==> src/rtl/mips_fetch_pkg.sv <==
// Shared constants and types for the MIPS instruction fetch unit.
package mips_fetch_pkg;

  localparam logic [31:0] RESET_VECTOR = 32'hBFC0_0000;
  localparam logic [31:0] HALT_ADDR    = 32'h0000_0000;
  localparam logic [31:0] PC_STEP      = 32'd4;

  typedef enum logic [1:0] {
    FETCH  = 2'd0,
    HALTED = 2'd1,
    FAULT  = 2'd2
  } fetch_state_t;

  function automatic logic is_misaligned(input logic [31:0] addr);
    return addr[1:0] != 2'b00;
  endfunction

endpackage

==> src/rtl/mips_fetch_unit.sv <==
// Instruction fetch: PC register, incrementer and delay-slot aware redirect FSM.
//
// state  | meaning
// FETCH  | latching one instruction per enabled edge, PC advances or redirects
// HALTED | jump to HALT_ADDR taken; everything frozen, instr_valid cleared
// FAULT  | misaligned redirect target seen; all outputs frozen until reset
module mips_fetch_unit
  import mips_fetch_pkg::*;
(
  input  logic        clk,
  input  logic        reset,
  input  logic        clk_enable,
  output logic [31:0] instr_address,
  input  logic [31:0] instr_readdata,
  input  logic        redirect_valid,
  input  logic [31:0] redirect_target,
  output logic [31:0] instr_out,
  output logic [31:0] pc_out,
  output logic        instr_valid,
  output logic        delay_slot,
  output logic        active,
  output logic        fault
);

  fetch_state_t state;
  logic [31:0]  pc;

  assign instr_address = pc;

  always_ff @(posedge clk) begin
    if (reset) begin
      state       <= FETCH;
      pc          <= RESET_VECTOR;
      instr_out   <= '0;
      pc_out      <= '0;
      instr_valid <= 1'b0;
      delay_slot  <= 1'b0;
      active      <= 1'b1;
      fault       <= 1'b0;
    end else if (clk_enable) begin
      case (state)
        FETCH: begin
          if (redirect_valid && is_misaligned(redirect_target)) begin
            // Drop the delay slot and expose the bad target for diagnosis.
            state       <= FAULT;
            pc_out      <= redirect_target;
            instr_valid <= 1'b0;
            active      <= 1'b0;
            fault       <= 1'b1;
          end else begin
            instr_out   <= instr_readdata;
            pc_out      <= pc;
            instr_valid <= 1'b1;
            if (redirect_valid) begin
              delay_slot <= 1'b1;
              pc         <= redirect_target;
              if (redirect_target == HALT_ADDR) begin
                state  <= HALTED;
                active <= 1'b0;
              end
            end else begin
              delay_slot <= 1'b0;
              pc         <= pc + PC_STEP;
            end
          end
        end
        HALTED: begin
          instr_valid <= 1'b0;
        end
        FAULT: begin
        end
        default: begin
          state <= FAULT;
        end
      endcase
    end
  end

endmodule

==> config.mk <==
export PLATFORM = sky130hd
export DESIGN_NAME = mips_fetch_unit
export DESIGN_NICKNAME = d
export VERILOG_FILES = /design/src/rtl/mips_fetch_pkg.sv /design/src/rtl/mips_fetch_unit.sv
export SDC_FILE = /design/constraint.sdc
export NUM_CORES = 1
export LEC_CHECK = 0
export ABC_AREA = 1
export BUFFER_PORTS_ARGS = -buffer_cell sky130_fd_sc_hd__buf_2
export CELL_PAD_IN_SITES_DETAIL_PLACEMENT = 0
export CELL_PAD_IN_SITES_GLOBAL_PLACEMENT = 1
export CORE_MARGIN = 4
export CORE_UTILIZATION = 37
export DETAILED_ROUTE_END_ITERATION = 6
export PLACE_DENSITY_LB_ADDON = 0.05
export SLEW_MARGIN = 20
export SYNTH_ARGS = -nofsm -noshare
export SYNTH_HDL_FRONTEND = slang
export SYNTH_SLANG_ARGS = --single-unit
export TNS_END_PERCENT = 20
==> constraint.sdc <==
create_clock -name clk -period 4.9 [get_ports clk]
set_clock_uncertainty 0.15 [all_clocks]
set_input_delay 0.98 -clock clk [delete_from_list [all_inputs] [get_ports clk]]
set_output_delay 0.98 -clock clk [all_outputs]
set_load 0.01 [all_outputs]
# Word level (Yosys, flattened, before mapping)
# Cells that the tools add are included.
# totals
register_bits	102
out_inout_bits	100
word_cells	41
# op_classes
addsub	1
n_eq_ne	4
muxes	12
bitwise	2
n_reduce_logical	14
# op_table
cell	n
$mux 32	2
$add 32x3->32 const B	1
$logic_not 32->1	1
$reduce_and 4->1	2
$reduce_bool 2->1	4
$mux 2	3
$ne 3x3->1 const B	2
$reduce_and 3->1	2
$mux 1	5
$pmux 2 s2	1
$reduce_and 2->1	2
$eq 2x1->1 const B	1
$eq 2x2->1 const B	1
$logic_not 2->1	1
$not 1->1	2
$pmux 1 s2	1
$reduce_or 2->1	1
$logic_and 1x1->1	1

# Longest topological paths before layout
# Gate-level depths: netlist of the first run.
# depth
ltp_word	5
mapped_depth	12
ltp_nobuf	12

# Least setup slack after synthesis of the first run
# No wires, ideal clock.
# synth_timing
kind	input port to flip-flop
startpoint	input clk_enable
endpoint	register pc[28] (netlist: instr_address[28])
setup_ps	125
arrival_time_ps	1889
t_required_ps	4625
setup_slack_ps	2736
stages	6
path_buffers	1
path_cell_list	nand2_2 a21oi_2 nand2_2 clkbuf_1 a221oi_1 nand2_1
# synth_via
elab_chain_len	1
# synth_lines
element	line_no	text
from (decl)	mips_fetch_unit.sv:12	input logic clk_enable,
$reduce_and 3->1 (no line)	--	
to (signal assigned)	mips_fetch_unit.sv:56	pc <= redirect_target;
to (signal assigned)	mips_fetch_unit.sv:63	pc <= pc + PC_STEP;
to (decl)	mips_fetch_unit.sv:26	logic [31:0] pc;
# No other way between the ends.
# A chain may end at the register's enable or synchronous reset.

# Worst setup path after layout of the first run
# layout_timing
startpoint	input clk_enable
endpoint	register pc[15] (netlist: instr_address[15])
# The elaborated chain is that of the path after synthesis.

==> summary.txt, run 1 <==
Drt
  – Per-cell via count in the routed design: slightly above 5
  – # DRC: 0
  – Final ANT Viol Nets: 0
  – Met1 Routed Length: between 7000 and 8000 microns
  – Met2 wire length: ~7600 microns
  – Number of iterations in the first detailed-routing pass: 5
  – Via count: 5300
  – Aggregate routed wire length: approximately 16000 microns
  – Wire length on met3: roughly 1200 microns
  – Initial DRC count: approximately 350
  – Drt wl/cell: 15.65 microns
  – Top metal layer carrying routed signals: met4

Timing
  – Slew Viols, Final: 0
  – Slew HR: 48.02%
  – Final hold violations: 0
  – Final setup TNS: 0 ps
  – Post-route fraction of the period consumed by the critical path: 63.96%
  – Number of setup violations in the final report: 0
  – Final critical-path required period: between 3000 and 4000 ps
  – Worst hold slack after final layout: between 200 and 300 ps
  – RSZ-0062 raised after global routing: false
  – Actual slew at the worst max-slew pin: ~780 ps
  – Max Freq: 0.3191 GHz

Clock tree
  – Worst-case clock buffer depth: 2
  – Root Buffer: sky130_fd_sc_hd__clkbuf_16
  – Maximum level of the CTS H-tree: 3
  – Cts bufs inserted: 9
  – Hold Buf Count CTS: 0
  – Cells resized by post-CTS repair: 0
  – TritonCTS sink count: 102
  – Number of buffers inserted by post-CTS setup repair: 0
  – Insertion delay of the later-clocked pin in the worst-skew pair: ~350 ps
  – Register clock-pin slew on the reported worst setup and hold paths: 70 ps
  – CTS tree: built

Place
  – Detailed placer's ending HPWL: about 11000 microns
  – Input/output buffers: between 150 and 200
  – Routability congestion estimate from global placement: approximately 0.84

Synth
  – Total number of yosys warnings: 0
  – Synth Area in Simple Gates: a little under 30%
  – Synthesized area per cell: between 6 and 7 sq um
  – Adder-cell share of the synthesized area: less than 1%
  – Xor and xnor fraction of the mapped netlist area: less than 1%
  – Dominant synthesized flop cell: sky130_fd_sc_hd__dfxtp_1
  – Net count after synthesis: 786
  – Synthesized-area fraction occupied by ao, oa, aoi and oai cells: a little under a fifth
  – Post-synthesis async set-or-reset flop share: 0%
  – Top cell type's share of synthesized area: around 42%
  – Post-synthesis mux area share: 0%
  – Ranking of synthesized cells by instance count: 230 x sky130_fd_sc_hd__nand2_1, 102 x sky130_fd_sc_hd__dfxtp_1, 69 x sky130_fd_sc_hd__a21oi_1
  – Number of storage elements in the synthesis netlist: between 100 and 150
  – Syn Inst Count: between 700 and 800
  – Synth unique cells: 37
  – Yosys top cell by area: sky130_fd_sc_hd__dfxtp_1
  – Largest family of logic cells by synthesized area: simple AND/OR/NAND/NOR gates
  – Fraction of the yosys area taken by sequential cells: slightly above 40%
  – Number of flops mapped to enable cells by yosys: 0
  – Synthesized area: between 4000 and 5000 sq um
  – Most common cell in the netlist: sky130_fd_sc_hd__nand2_1
  – Dominant cells by area after synthesis: sky130_fd_sc_hd__dfxtp_1 42%, sky130_fd_sc_hd__nand2_1 18%, sky130_fd_sc_hd__a21oi_1 7.0%

Worst setup path
  – Critical setup path kind: in -> reg
  – Critical R2R Capture: instr_address[15]
  – CP Launch Type: input pin
  – Startpoint of the worst-slack reg-to-reg timing path: state[0]
  – Buffers & Inverters on Critical Path: 3
  – Endpoint class of the critical path: flop
  – Slowest CP cell: sky130_fd_sc_hd__nand2_1
  – Crit path max-delay family: simple AND/OR/NAND/NOR gates
  – CP Data Arrival Time: ~3300 ps
  – Critical path's largest stage delay: 380 ps
  – Worst-case reg-to-reg path depth: 10
  – Internal reg-to-reg setup slack: roughly 1900 ps
  – Required time of the worst setup path: between 5000 and 6000 ps
  – Ordered cell list for the critical path: buf_2 > nand2_2 > a21oi_2 > nand2_2 > inv_2 > nand2_1 > inv_2 > a22oi_1 > a21oi_1
  – Maximum fanout count along the critical path: 27

Cells and area
  – Post-synthesis to final-layout area growth: 24.22%
  – N_diodes: 0
  – Final net count: a little over 900
  – Number of fill cells: about 1400
  – Share of post-route cells with drive strength above 1: 24.39%

Floorplanning
  – Floorplan row count: between 40 and 50
  – Effective utilization at floorplan: between 30% and 40%
  – X dimension of the die: about 120 microns
  – Die Outline Area: 15180 sq um
  – Overall die height: 123.2 microns
  – I/O pin cnt: between 150 and 200
  – Core area: between 10000 and 15000 sq um

Worst hold path
  – Hold Path Cell Cnt: 2
  – Launch point of the worst hold path: active
  – Hold Path Class: reg -> reg
  – Hold worst-path end: active

Global routing
  – Number of global-route vias before repair: 5175
  – Global-route wire length before repair: about 26000 microns
  – Largest net degree at the start of global routing: 70
  – GRT Overall Usage: a little over a fifth
  – Number of antenna violations at the first check in global routing: 0
  – Overflow after GRT: 0

Pwr
  – Net Sw Frac: between 30% and 40%
  – Worst supply voltage drop on vdd: 0.1484 mV
  – Part of the total power dissipated in the clock network: about a third
  – Static leakage: between 2 and 3 nW
  – Combinational fraction of design power: 18.6%
  – Net load switching power: between 600 and 700 uW
  – Cell internal pwr: ~1.4 mW
  – Power per Cell Area: approximately 330 nW/um^2
  – Part of the total power dissipated in sequential elements: between 40% and 50%

Flow run
  – Max Cap Violations: 0

Run status
  – Status: completed
## flip-flops by register name, summed over array words and instances, names as in the netlist
signal / cells
active: 1
instr_valid: 1
delay_slot: 1
fault: 1
instr_address: 32
state: 2
instr_out: 32
pc_out: 32
## final cells by class
| class | instances | area, sq um | area share, % |
|---|---|---|---|
| Tap cell | 172 | 215.2 | 3.527 |
| Clock buffer | 9 | 225.2 | 3.691 |
| Sequential cell | 102 | 2042 | 33.46 |
| Clock inverter | 7 | 56.30 | 0.9227 |
| Inverter | 73 | 274.0 | 4.490 |
| Timing Repair Buffer | 171 | 865.8 | 14.19 |
| Multi-Input combinational cell | 503 | 2424 | 39.72 |
## how the worst max path moves through the flow
stage | from | to | slack (ps) | cells past startpoint
2_1_floorplan | clk_enable | instr_address[28] | 2740 | 6
3_3_place_gp | clk_enable | instr_address[30] | 1510 | 9
3_5_place_dp | clk_enable | instr_address[8] | 1400 | 10
4_1_cts | clk_enable | instr_address[8] | 1760 | 10
5_1_grt | clk_enable | instr_address[8] | 1520 | 10
6_report | clk_enable | instr_address[15] | 1770 | 9
## power groups by stage
stage / clock, mW / combinational (mW) / sequential [mW]
after floorplan: 0 / 0.207 / 0.985
after global placement: 0 / 0.374 / 0.965
after detailed placement: 0 / 0.379 / 0.967
after CTS: 0.719 / 0.380 / 0.949
after global routing: 0.745 / 0.427 / 0.958
final: 0.695 / 0.376 / 0.949
## worst min-delay path, stage by stage (launching register included)
cell and delay [ps]:
sky130_fd_sc_hd__dfxtp_1 310, sky130_fd_sc_hd__nand2_1 60, sky130_fd_sc_hd__nand2_1 40
## placed cells by master (no fill, tap or decap), types with 4 or more instances in the layout
master / n
sky130_fd_sc_hd__nand2_1: 230
sky130_fd_sc_hd__buf_2: 167
sky130_fd_sc_hd__dfxtp_1: 102
sky130_fd_sc_hd__a21oi_1: 69
sky130_fd_sc_hd__inv_1: 68
sky130_fd_sc_hd__nor2_1: 40
sky130_fd_sc_hd__nand3_1: 29
sky130_fd_sc_hd__o21ai_0: 24
sky130_fd_sc_hd__a31oi_1: 15
sky130_fd_sc_hd__o21ai_1: 14
sky130_fd_sc_hd__nor3_1: 12
sky130_fd_sc_hd__o221ai_1: 11
sky130_fd_sc_hd__a22oi_1: 9
sky130_fd_sc_hd__clkbuf_16: 9
sky130_fd_sc_hd__o211ai_1: 8
sky130_fd_sc_hd__nand4_1: 6
sky130_fd_sc_hd__nand2_2: 5
sky130_fd_sc_hd__inv_2: 5
sky130_fd_sc_hd__a211oi_1: 4
sky130_fd_sc_hd__buf_4: 4
## layer usage
metal	vias up	track usage (%)
met3	15	5.261
met4	0	7.336
met5	-	0
li1	2639	-
met2	190	35.75
met1	2456	27.64
## logic make-up after synthesis
kind of cell | count (synthesis)
AO/OA/AOI/OAI | 160
AND/OR/NAND/NOR | 337
XOR/XNOR | 3
flip-flops | 102
buffers and inverters | 110
adder cells (fa/ha/maj) | 3
## through the flow
step	util [%]	setup WS, ps	power [mW]	instances	instance area, sq um
2_1_floorplan	-	2736	1.192	715	4912
3_3_place_gp	45.39	1512	1.339	1021	5821
3_5_place_dp	45.39	1404	1.346	1021	5821
4_1_cts	47.58	1757	2.047	1037	6102
5_1_grt	47.58	1520	2.129	1037	6102
6_report	47.58	1766	2.020	1037	6102
(Power assumes the default switching activity.)
==> run 2: changes to the inputs <==
--- a/config.mk
+++ b/config.mk
@@ -10,7 +10,7 @@
 export CELL_PAD_IN_SITES_DETAIL_PLACEMENT = 0
 export CELL_PAD_IN_SITES_GLOBAL_PLACEMENT = 1
 export CORE_MARGIN = 4
-export CORE_UTILIZATION = 37
+export CORE_UTILIZATION = 35
 export DETAILED_ROUTE_END_ITERATION = 6
 export PLACE_DENSITY_LB_ADDON = 0.05
 export SLEW_MARGIN = 20
==> constraint.sdc (replaced) <==
create_clock -name clk -period 3.1 [get_ports clk]
set_clock_uncertainty 0.15 [all_clocks]
set_input_delay 0.62 -clock clk [delete_from_list [all_inputs] [get_ports clk]]
set_output_delay 0.62 -clock clk [all_outputs]
set_load 0.01 [all_outputs]
==> run 2 against run 1 <==
Compared with the run above:
- critical path type unchanged
- clock-buffer cell count unchanged
- via count fell by 0.13%
- sequential cell count unchanged
==> summary.txt, run 2 (synthesis gave the netlist of run 1 again) <==
Run status
  – Status: completed

Global routing
  – Overflow after GRT: 0
  – Global-route wire length before repair: 27290 microns
  – Number of global-route vias before repair: 5265
  – GRT Overall Usage: 20.99%
  – Number of antenna violations at the first check in global routing: 0
  – M3 GR Usage: between 5 and 6%
  – Most used routing layer in global routing: met2
  – Largest net degree at the start of global routing: 70
  – Met2 track demand over resource: around a third
  – Met1 routing resource usage after global routing: a little over a quarter

Timing
  – Actual slew at the worst max-slew pin: ~780 ps
  – Post-route fraction of the period consumed by the critical path: between 70% and 80%
  – Final setup TNS: 0 ps
  – Slew HR: 47.96%
  – Worst hold slack after final layout: approximately 300 ps
  – Slew Viols, Final: 0
  – Number of setup violations in the final report: 0
  – Final hold violations: 0
  – Worst Slack Setup Final: roughly 830 ps
  – Final critical-path required period: roughly 2300 ps
  – RSZ-0062 raised after global routing: false
  – Max Freq: 0.4409 GHz

Clock tree
  – Register clock-pin slew on the reported worst setup and hold paths: 70 ps
  – Insertion delay of the later-clocked pin in the worst-skew pair: between 300 and 400 ps
  – Maximum level of the CTS H-tree: 3
  – Root Buffer: sky130_fd_sc_hd__clkbuf_16
  – Number of buffers inserted by post-CTS setup repair: 0
  – Cts bufs inserted: 9
  – CTS tree: built
  – Cells resized by post-CTS repair: 0
  – Hold Buf Count CTS: 0
  – TritonCTS sink count: 102
  – Worst-case clock buffer depth: 2

Cells and area
  – Leading cell types in the layout, fill and taps excluded: 230 x sky130_fd_sc_hd__nand2_1, 167 x sky130_fd_sc_hd__buf_2, 102 x sky130_fd_sc_hd__dfxtp_1
  – Share of post-route cells with drive strength above 1: between 20% and 30%
  – Commonest non-fill, non-tap cell in the layout: sky130_fd_sc_hd__nand2_1
  – Post-layout utilization of the core: 44.93%
  – Post-synthesis to final-layout area growth: 26.46%
  – N_diodes: 0
  – Final net count: between 900 and 1000

Worst setup path
  – Endpoint class of the critical path: flop
  – CP Data Arrival Time: 2350 ps
  – Critical setup path kind: in -> reg
  – Internal reg-to-reg setup slack: around 840 ps
  – CP Launch Type: input pin
  – Maximum fanout count along the critical path: 69
  – Critical path's largest stage delay: just under 600 ps
  – Ordered cell list for the critical path: buf_2 > nand2_1 > nand2_2 > buf_4 > nor2_1 > nor3_1 > a211oi_1
  – Slowest CP cell: sky130_fd_sc_hd__buf_4
  – Required time of the worst setup path: roughly 3200 ps

Drt
  – Number of iterations in the first detailed-routing pass: 5
  – Per-cell via count in the routed design: roughly 5.0
  – Aggregate routed wire length: approximately 17000 microns
  – Drt wl/cell: between 15 and 20 microns
  – Via count: between 5000 and 6000
  – Initial DRC count: between 300 and 400
  – Final ANT Viol Nets: 0
  – # DRC: 0

Worst hold path
  – Hold Path Class: reg -> reg

Place
  – Input/output buffers: ~170
  – Pre-CTS setup slack: about 500 ps
  – Detailed placer's ending HPWL: around 12000 microns
  – Routability congestion estimate from global placement: around 0.85

Floorplanning
  – Die Outline Area: about 16000 sq um
  – Overall die height: roughly 130 microns
  – I/O pin cnt: approximately 170
  – Effective utilization at floorplan: 35.53%
  – X dimension of the die: around 130 microns
  – Floorplan row count: 43
  – Core area: around 14000 sq um

Pwr
  – Worst supply voltage drop on vdd: about 0.25 mV
  – Power per Cell Area: roughly 540 nW/um^2
  – Static leakage: between 2 and 3 nW

Flow run
  – Max Cap Violations: 0
-- run 2: cell types whose count changed in the layout (fill, tap and decap cells not counted), sizes merged --
cell	previous run	this run
clkinvlp	1	0
inv	76	75
buf	171	178
bufinv	0	2
-- run 2: path summary, 6_finish.rpt --
kind | cells after the start | endpoint | from
hold / removal | 2 | active | active
hold reg to reg | 2 | active | active
setup / recovery | 7 | instr_address[7] | redirect_valid
setup reg to reg | 11 | instr_address[8] | state[0]
-- run 2: through the flow --
| stage | std cells | power, mW | cell area (sq um) |
|---|---|---|---|
| detailed placement | 1036 | 2.145 | 5883 |
| global placement | 1036 | 2.135 | 5883 |
| CTS | 1052 | 3.415 | 6212 |
| finish | 1052 | 3.371 | 6212 |
| global route | 1052 | 3.550 | 6212 |
| floorplan | 715 | 1.884 | 4912 |
-- run 2: report_power, final --
group	internal [mW]	switching, mW	total [mW]
Combinational	0.226	0.384	0.611
Sequential	1.41	0.0897	1.50
Clock	0.718	0.543	1.26
Total	2.35	1.02	3.37
-- run 2: layout make-up --
type	instances	area (sq um)
Sequential cell	102	2042
Tap cell	180	225.2
Clock inverter	7	103.9
Multi-Input combinational cell	503	2424
Inverter	73	274.0
Fill cell	1491	7615
Timing Repair Buffer	178	918.4
Clock buffer	9	225.2
-- run 2: worst max-delay path, delay by kind of cell --
family,cells,cell delay [ps]
AOI/OAI and AO/OA,1,60
buffers and inverters,2,990
and+or+nand+nor,4,600
-- run 2: per-layer routing --
| metal | vias to the layer above | wire (microns) |
|---|---|---|
| li1 | 2660 | - |
| met1 | 2453 | 7492 |
| met2 | 160 | 7733 |
| met3 | 20 | 1222 |
| met4 | 0 | 289 |
| met5 | - | 0 |
==> run 3: changes to the inputs <==
--- a/config.mk
+++ b/config.mk
@@ -5,12 +5,12 @@
 export SDC_FILE = /design/constraint.sdc
 export NUM_CORES = 1
 export LEC_CHECK = 0
-export ABC_AREA = 1
+export ABC_AREA = 0
 export BUFFER_PORTS_ARGS = -buffer_cell sky130_fd_sc_hd__buf_2
 export CELL_PAD_IN_SITES_DETAIL_PLACEMENT = 0
 export CELL_PAD_IN_SITES_GLOBAL_PLACEMENT = 1
 export CORE_MARGIN = 4
-export CORE_UTILIZATION = 35
+export CORE_UTILIZATION = 32
 export DETAILED_ROUTE_END_ITERATION = 6
 export PLACE_DENSITY_LB_ADDON = 0.05
 export SLEW_MARGIN = 20
==> constraint.sdc (replaced) <==
create_clock -name clk -period 1.9 [get_ports clk]
set_clock_uncertainty 0.15 [all_clocks]
set_input_delay 0.38 -clock clk [delete_from_list [all_inputs] [get_ports clk]]
set_output_delay 0.38 -clock clk [all_outputs]
set_load 0.01 [all_outputs]
==> run 3 against run 2 <==
Compared with the run above:
- the run now ends with setup timing left
- clock-buffer cell count did not move
- combinational power rose by 88%
- die area rose by 6.4%
- synthesized cell count fell by 13%
- non-clock buffer count rose by 97
- routed wire length rose by 6.2%
- hold slack got worse by 200 ps
- sequential cell count did not move
- critical path type is now reg -> reg
- critical endpoint is now instr_address[30]
- highest routed layer unchanged
==> summary.txt, run 3 <==
Run status
  – Status: finished, violations left
  – Failing checks: setup timing

Cells and area
  – Number of fill cells: 1487
  – Leading cell types in the layout, fill and taps excluded: 167 x sky130_fd_sc_hd__buf_2, 150 x sky130_fd_sc_hd__nand2_1, 92 x sky130_fd_sc_hd__buf_4
  – Non-filler instance count after layout: ~1000
  – Post-route cell area: just over 7000 sq um
  – Share of post-route cells with drive strength above 1: between 30% and 40%
  – Post-synthesis to final-layout area growth: 47.07%
  – N_diodes: 0
  – Commonest non-fill, non-tap cell in the layout: sky130_fd_sc_hd__buf_2
  – Final net count: approximately 930
  – Post-layout utilization of the core: between 40% and 50%

Clock tree
  – Insertion delay of the later-clocked pin in the worst-skew pair: roughly 350 ps
  – Register clock-pin slew on the reported worst setup and hold paths: 70 ps
  – CTS tree: built
  – TritonCTS sink count: between 100 and 150
  – Root Buffer: sky130_fd_sc_hd__clkbuf_16
  – Hold Buf Count CTS: 0
  – Worst-case clock buffer depth: 2
  – Cts bufs inserted: 9
  – Maximum level of the CTS H-tree: 3

Synth
  – Synth unique cells: 50
  – Adder-cell share of the synthesized area: less than 1%
  – Dominant cells by area after synthesis: sky130_fd_sc_hd__dfxtp_1 43%, sky130_fd_sc_hd__nand2_1 12%, sky130_fd_sc_hd__a21oi_1 5.7%
  – Synthesized area per cell: between 7 and 8 sq um
  – Top cell type's share of synthesized area: 42.53%
  – Dominant synthesized flop cell: sky130_fd_sc_hd__dfxtp_1
  – Fraction of the yosys area taken by sequential cells: between 40% and 50%
  – Xor and xnor fraction of the mapped netlist area: less than 1%
  – Synthesized area: just under 5000 sq um
  – Number of storage elements in the synthesis netlist: a little over 100
  – Post-synthesis mux area share: around 3.7%
  – Most common cell in the netlist: sky130_fd_sc_hd__nand2_1
  – Syn Inst Count: 620
  – Ranking of synthesized cells by instance count: 153 x sky130_fd_sc_hd__nand2_1, 102 x sky130_fd_sc_hd__dfxtp_1, 64 x sky130_fd_sc_hd__nor2_1
  – Largest family of logic cells by synthesized area: simple AND/OR/NAND/NOR gates
  – Yosys top cell by area: sky130_fd_sc_hd__dfxtp_1
  – Synthesized-area fraction occupied by ao, oa, aoi and oai cells: about a fifth
  – Number of flops mapped to enable cells by yosys: 0
  – Net count after synthesis: 691
  – Synth Area in Simple Gates: a little over a quarter
  – Post-synthesis async set-or-reset flop share: 0%
  – Total number of yosys warnings: 0

Worst setup path
  – Slowest CP cell: sky130_fd_sc_hd__or4b_4
  – Crit path max-delay family: simple AND/OR/NAND/NOR gates
  – Required time of the worst setup path: 2030 ps
  – Ordered cell list for the critical path: nand4_1 > nor4_4 > buf_4 > nand3_4 > or4b_4 > a31oi_1
  – Endpoint class of the critical path: flop
  – Worst-case reg-to-reg path depth: 6
  – Maximum fanout count along the critical path: 2
  – Startpoint of the worst-slack reg-to-reg timing path: instr_address[10]
  – Buffers & Inverters on Critical Path: 1
  – Critical R2R Capture: instr_address[30]
  – CP Data Arrival Time: about 2000 ps
  – Internal reg-to-reg setup slack: -20 ps
  – CP Launch Type: flop
  – Critical path's largest stage delay: roughly 480 ps
  – Critical setup path kind: reg -> reg

Place
  – Routability congestion estimate from global placement: about 0.83
  – Cell area after placement: between 6000 and 7000 sq um
  – Input/output buffers: ~170
  – Detailed placer's ending HPWL: 12880 microns
  – Number of cells after detailed placement: between 1000 and 1500

Floorplanning
  – Floorplan row count: 44
  – Die Outline Area: around 17000 sq um
  – Overall die height: 130.5 microns
  – I/O pin cnt: 168
  – Core area: 14590 sq um
  – Effective utilization at floorplan: roughly 33%
  – X dimension of the die: ~130 microns

Timing
  – RSZ-0062 raised after global routing: true
  – Final critical-path required period: 1916 ps
  – Number of setup violations in the final report: 1
  – Final hold violations: 0
  – Worst Slack Setup Final: -16.22 ps
  – Actual slew at the worst max-slew pin: 578.7 ps
  – Max Freq: ~0.52 GHz
  – Post-route fraction of the period consumed by the critical path: 100.9%
  – Slew HR: approximately three fifths
  – Slew Viols, Final: 0

Drt
  – Drt wl/cell: ~17 microns
  – Via count: between 5000 and 6000
  – Number of iterations in the first detailed-routing pass: 5
  – Final ANT Viol Nets: 0
  – Per-cell via count in the routed design: about 5.3
  – Aggregate routed wire length: roughly 18000 microns
  – Initial DRC count: 280
  – # DRC: 0

Global routing
  – Number of antenna violations at the first check in global routing: 0
  – Overflow after GRT: 0
  – Largest net degree at the start of global routing: 62
  – GRT Overall Usage: roughly 20%
  – Number of global-route vias before repair: about 5200
  – Global-route wire length before repair: 27470 microns

Flow run
  – Max Cap Violations: 0

Pwr
  – Worst supply voltage drop on vdd: approximately 0.58 mV
  – Static leakage: 3.214 nW
  – Power per Cell Area: just under 800 nW/um^2

Worst hold path
  – Hold Path Class: in -> reg
  – Launch point of the worst hold path: instr_readdata[7]
  – Hold Path Cell Cnt: 3
  – Hold worst-path end: instr_out[7]
-- run 3: worst max path at each step --
| stage | slack, ps | end | cells past startpoint | startpoint |
|---|---|---|---|---|
| 3_3_place_gp | -60 | state[1] | 7 | redirect_target[20] |
| 5_1_grt | -130 | instr_address[22] | 7 | instr_address[10] |
| 2_1_floorplan | -190 | instr_address[30] | 5 | instr_address[12] |
| 3_5_place_dp | -200 | state[1] | 7 | redirect_target[20] |
| 6_report | -20 | instr_address[30] | 6 | instr_address[10] |
| 4_1_cts | -20 | instr_address[30] | 7 | instr_address[2] |
-- run 3: stage by stage --
stage	total power [mW]	setup slack, ps	setup TNS (ps)	hold WS, ps
5_1_grt	5.740	-132.6	-427.2	96.99
3_5_place_dp	3.549	-202.3	-327.5	296.1
2_1_floorplan	2.971	-186.5	-4087	330.5
4_1_cts	5.491	-20.60	-20.60	97.59
3_3_place_gp	3.529	-55.14	-79.90	289.1
6_report	5.471	-16.22	-16.22	108.3
-- run 3: metal layers --
| layer | share of wire (%) | vias up | global-route usage [%] |
|---|---|---|---|
| li1 | - | 2681 | - |
| met1 | 46 | 2625 | 28.14 |
| met2 | 47 | 159 | 32.84 |
| met3 | 5.7 | 16 | 3.171 |
| met4 | 1.3 | 0 | 5.747 |
| met5 | 0 | - | 0 |
-- run 3: cell type report --
type	instances	area, sq um	share of cell area, %
Multi-Input combinational cell	460	2649	37.52
Inverter	6	22.52	0.3190
Tap cell	184	230.2	3.261
Timing Repair Buffer	275	1795	25.43
Sequential cell	102	2058	29.15
Clock buffer	9	225.2	3.190
Clock inverter	7	80.08	1.134
-- run 3: worst min-delay path, stage by stage --
cell	delay (ps)
sky130_fd_sc_hd__buf_2	100
sky130_fd_sc_hd__nand2_1	40
sky130_fd_sc_hd__a21oi_1	50
-- run 3: logic make-up after synthesis --
| logic type | Yosys count |
|---|---|
| xor gates and xnor gates | 2 |
| adders and majority gates | 3 |
| buffers and inverters | 58 |
| DFF | 102 |
| AOI/OAI and AO/OA | 151 |
| muxes | 17 |
| and+or+nand+nor | 287 |
-- run 3: what timing repair did --
action | in CTS | in global routing
pin swaps | 1 | 11
endpoints found under the setup margin | 5 | 61
setup buffers | 1 | 6
gates resized for setup | 2 | 35
gates cloned | 0 | 2
-- run 3: power breakdown --
group | switching, mW | internal (mW)
Clock | 0.891 | 1.04
Sequential | 0.0924 | 2.29
Combinational | 0.644 | 0.511
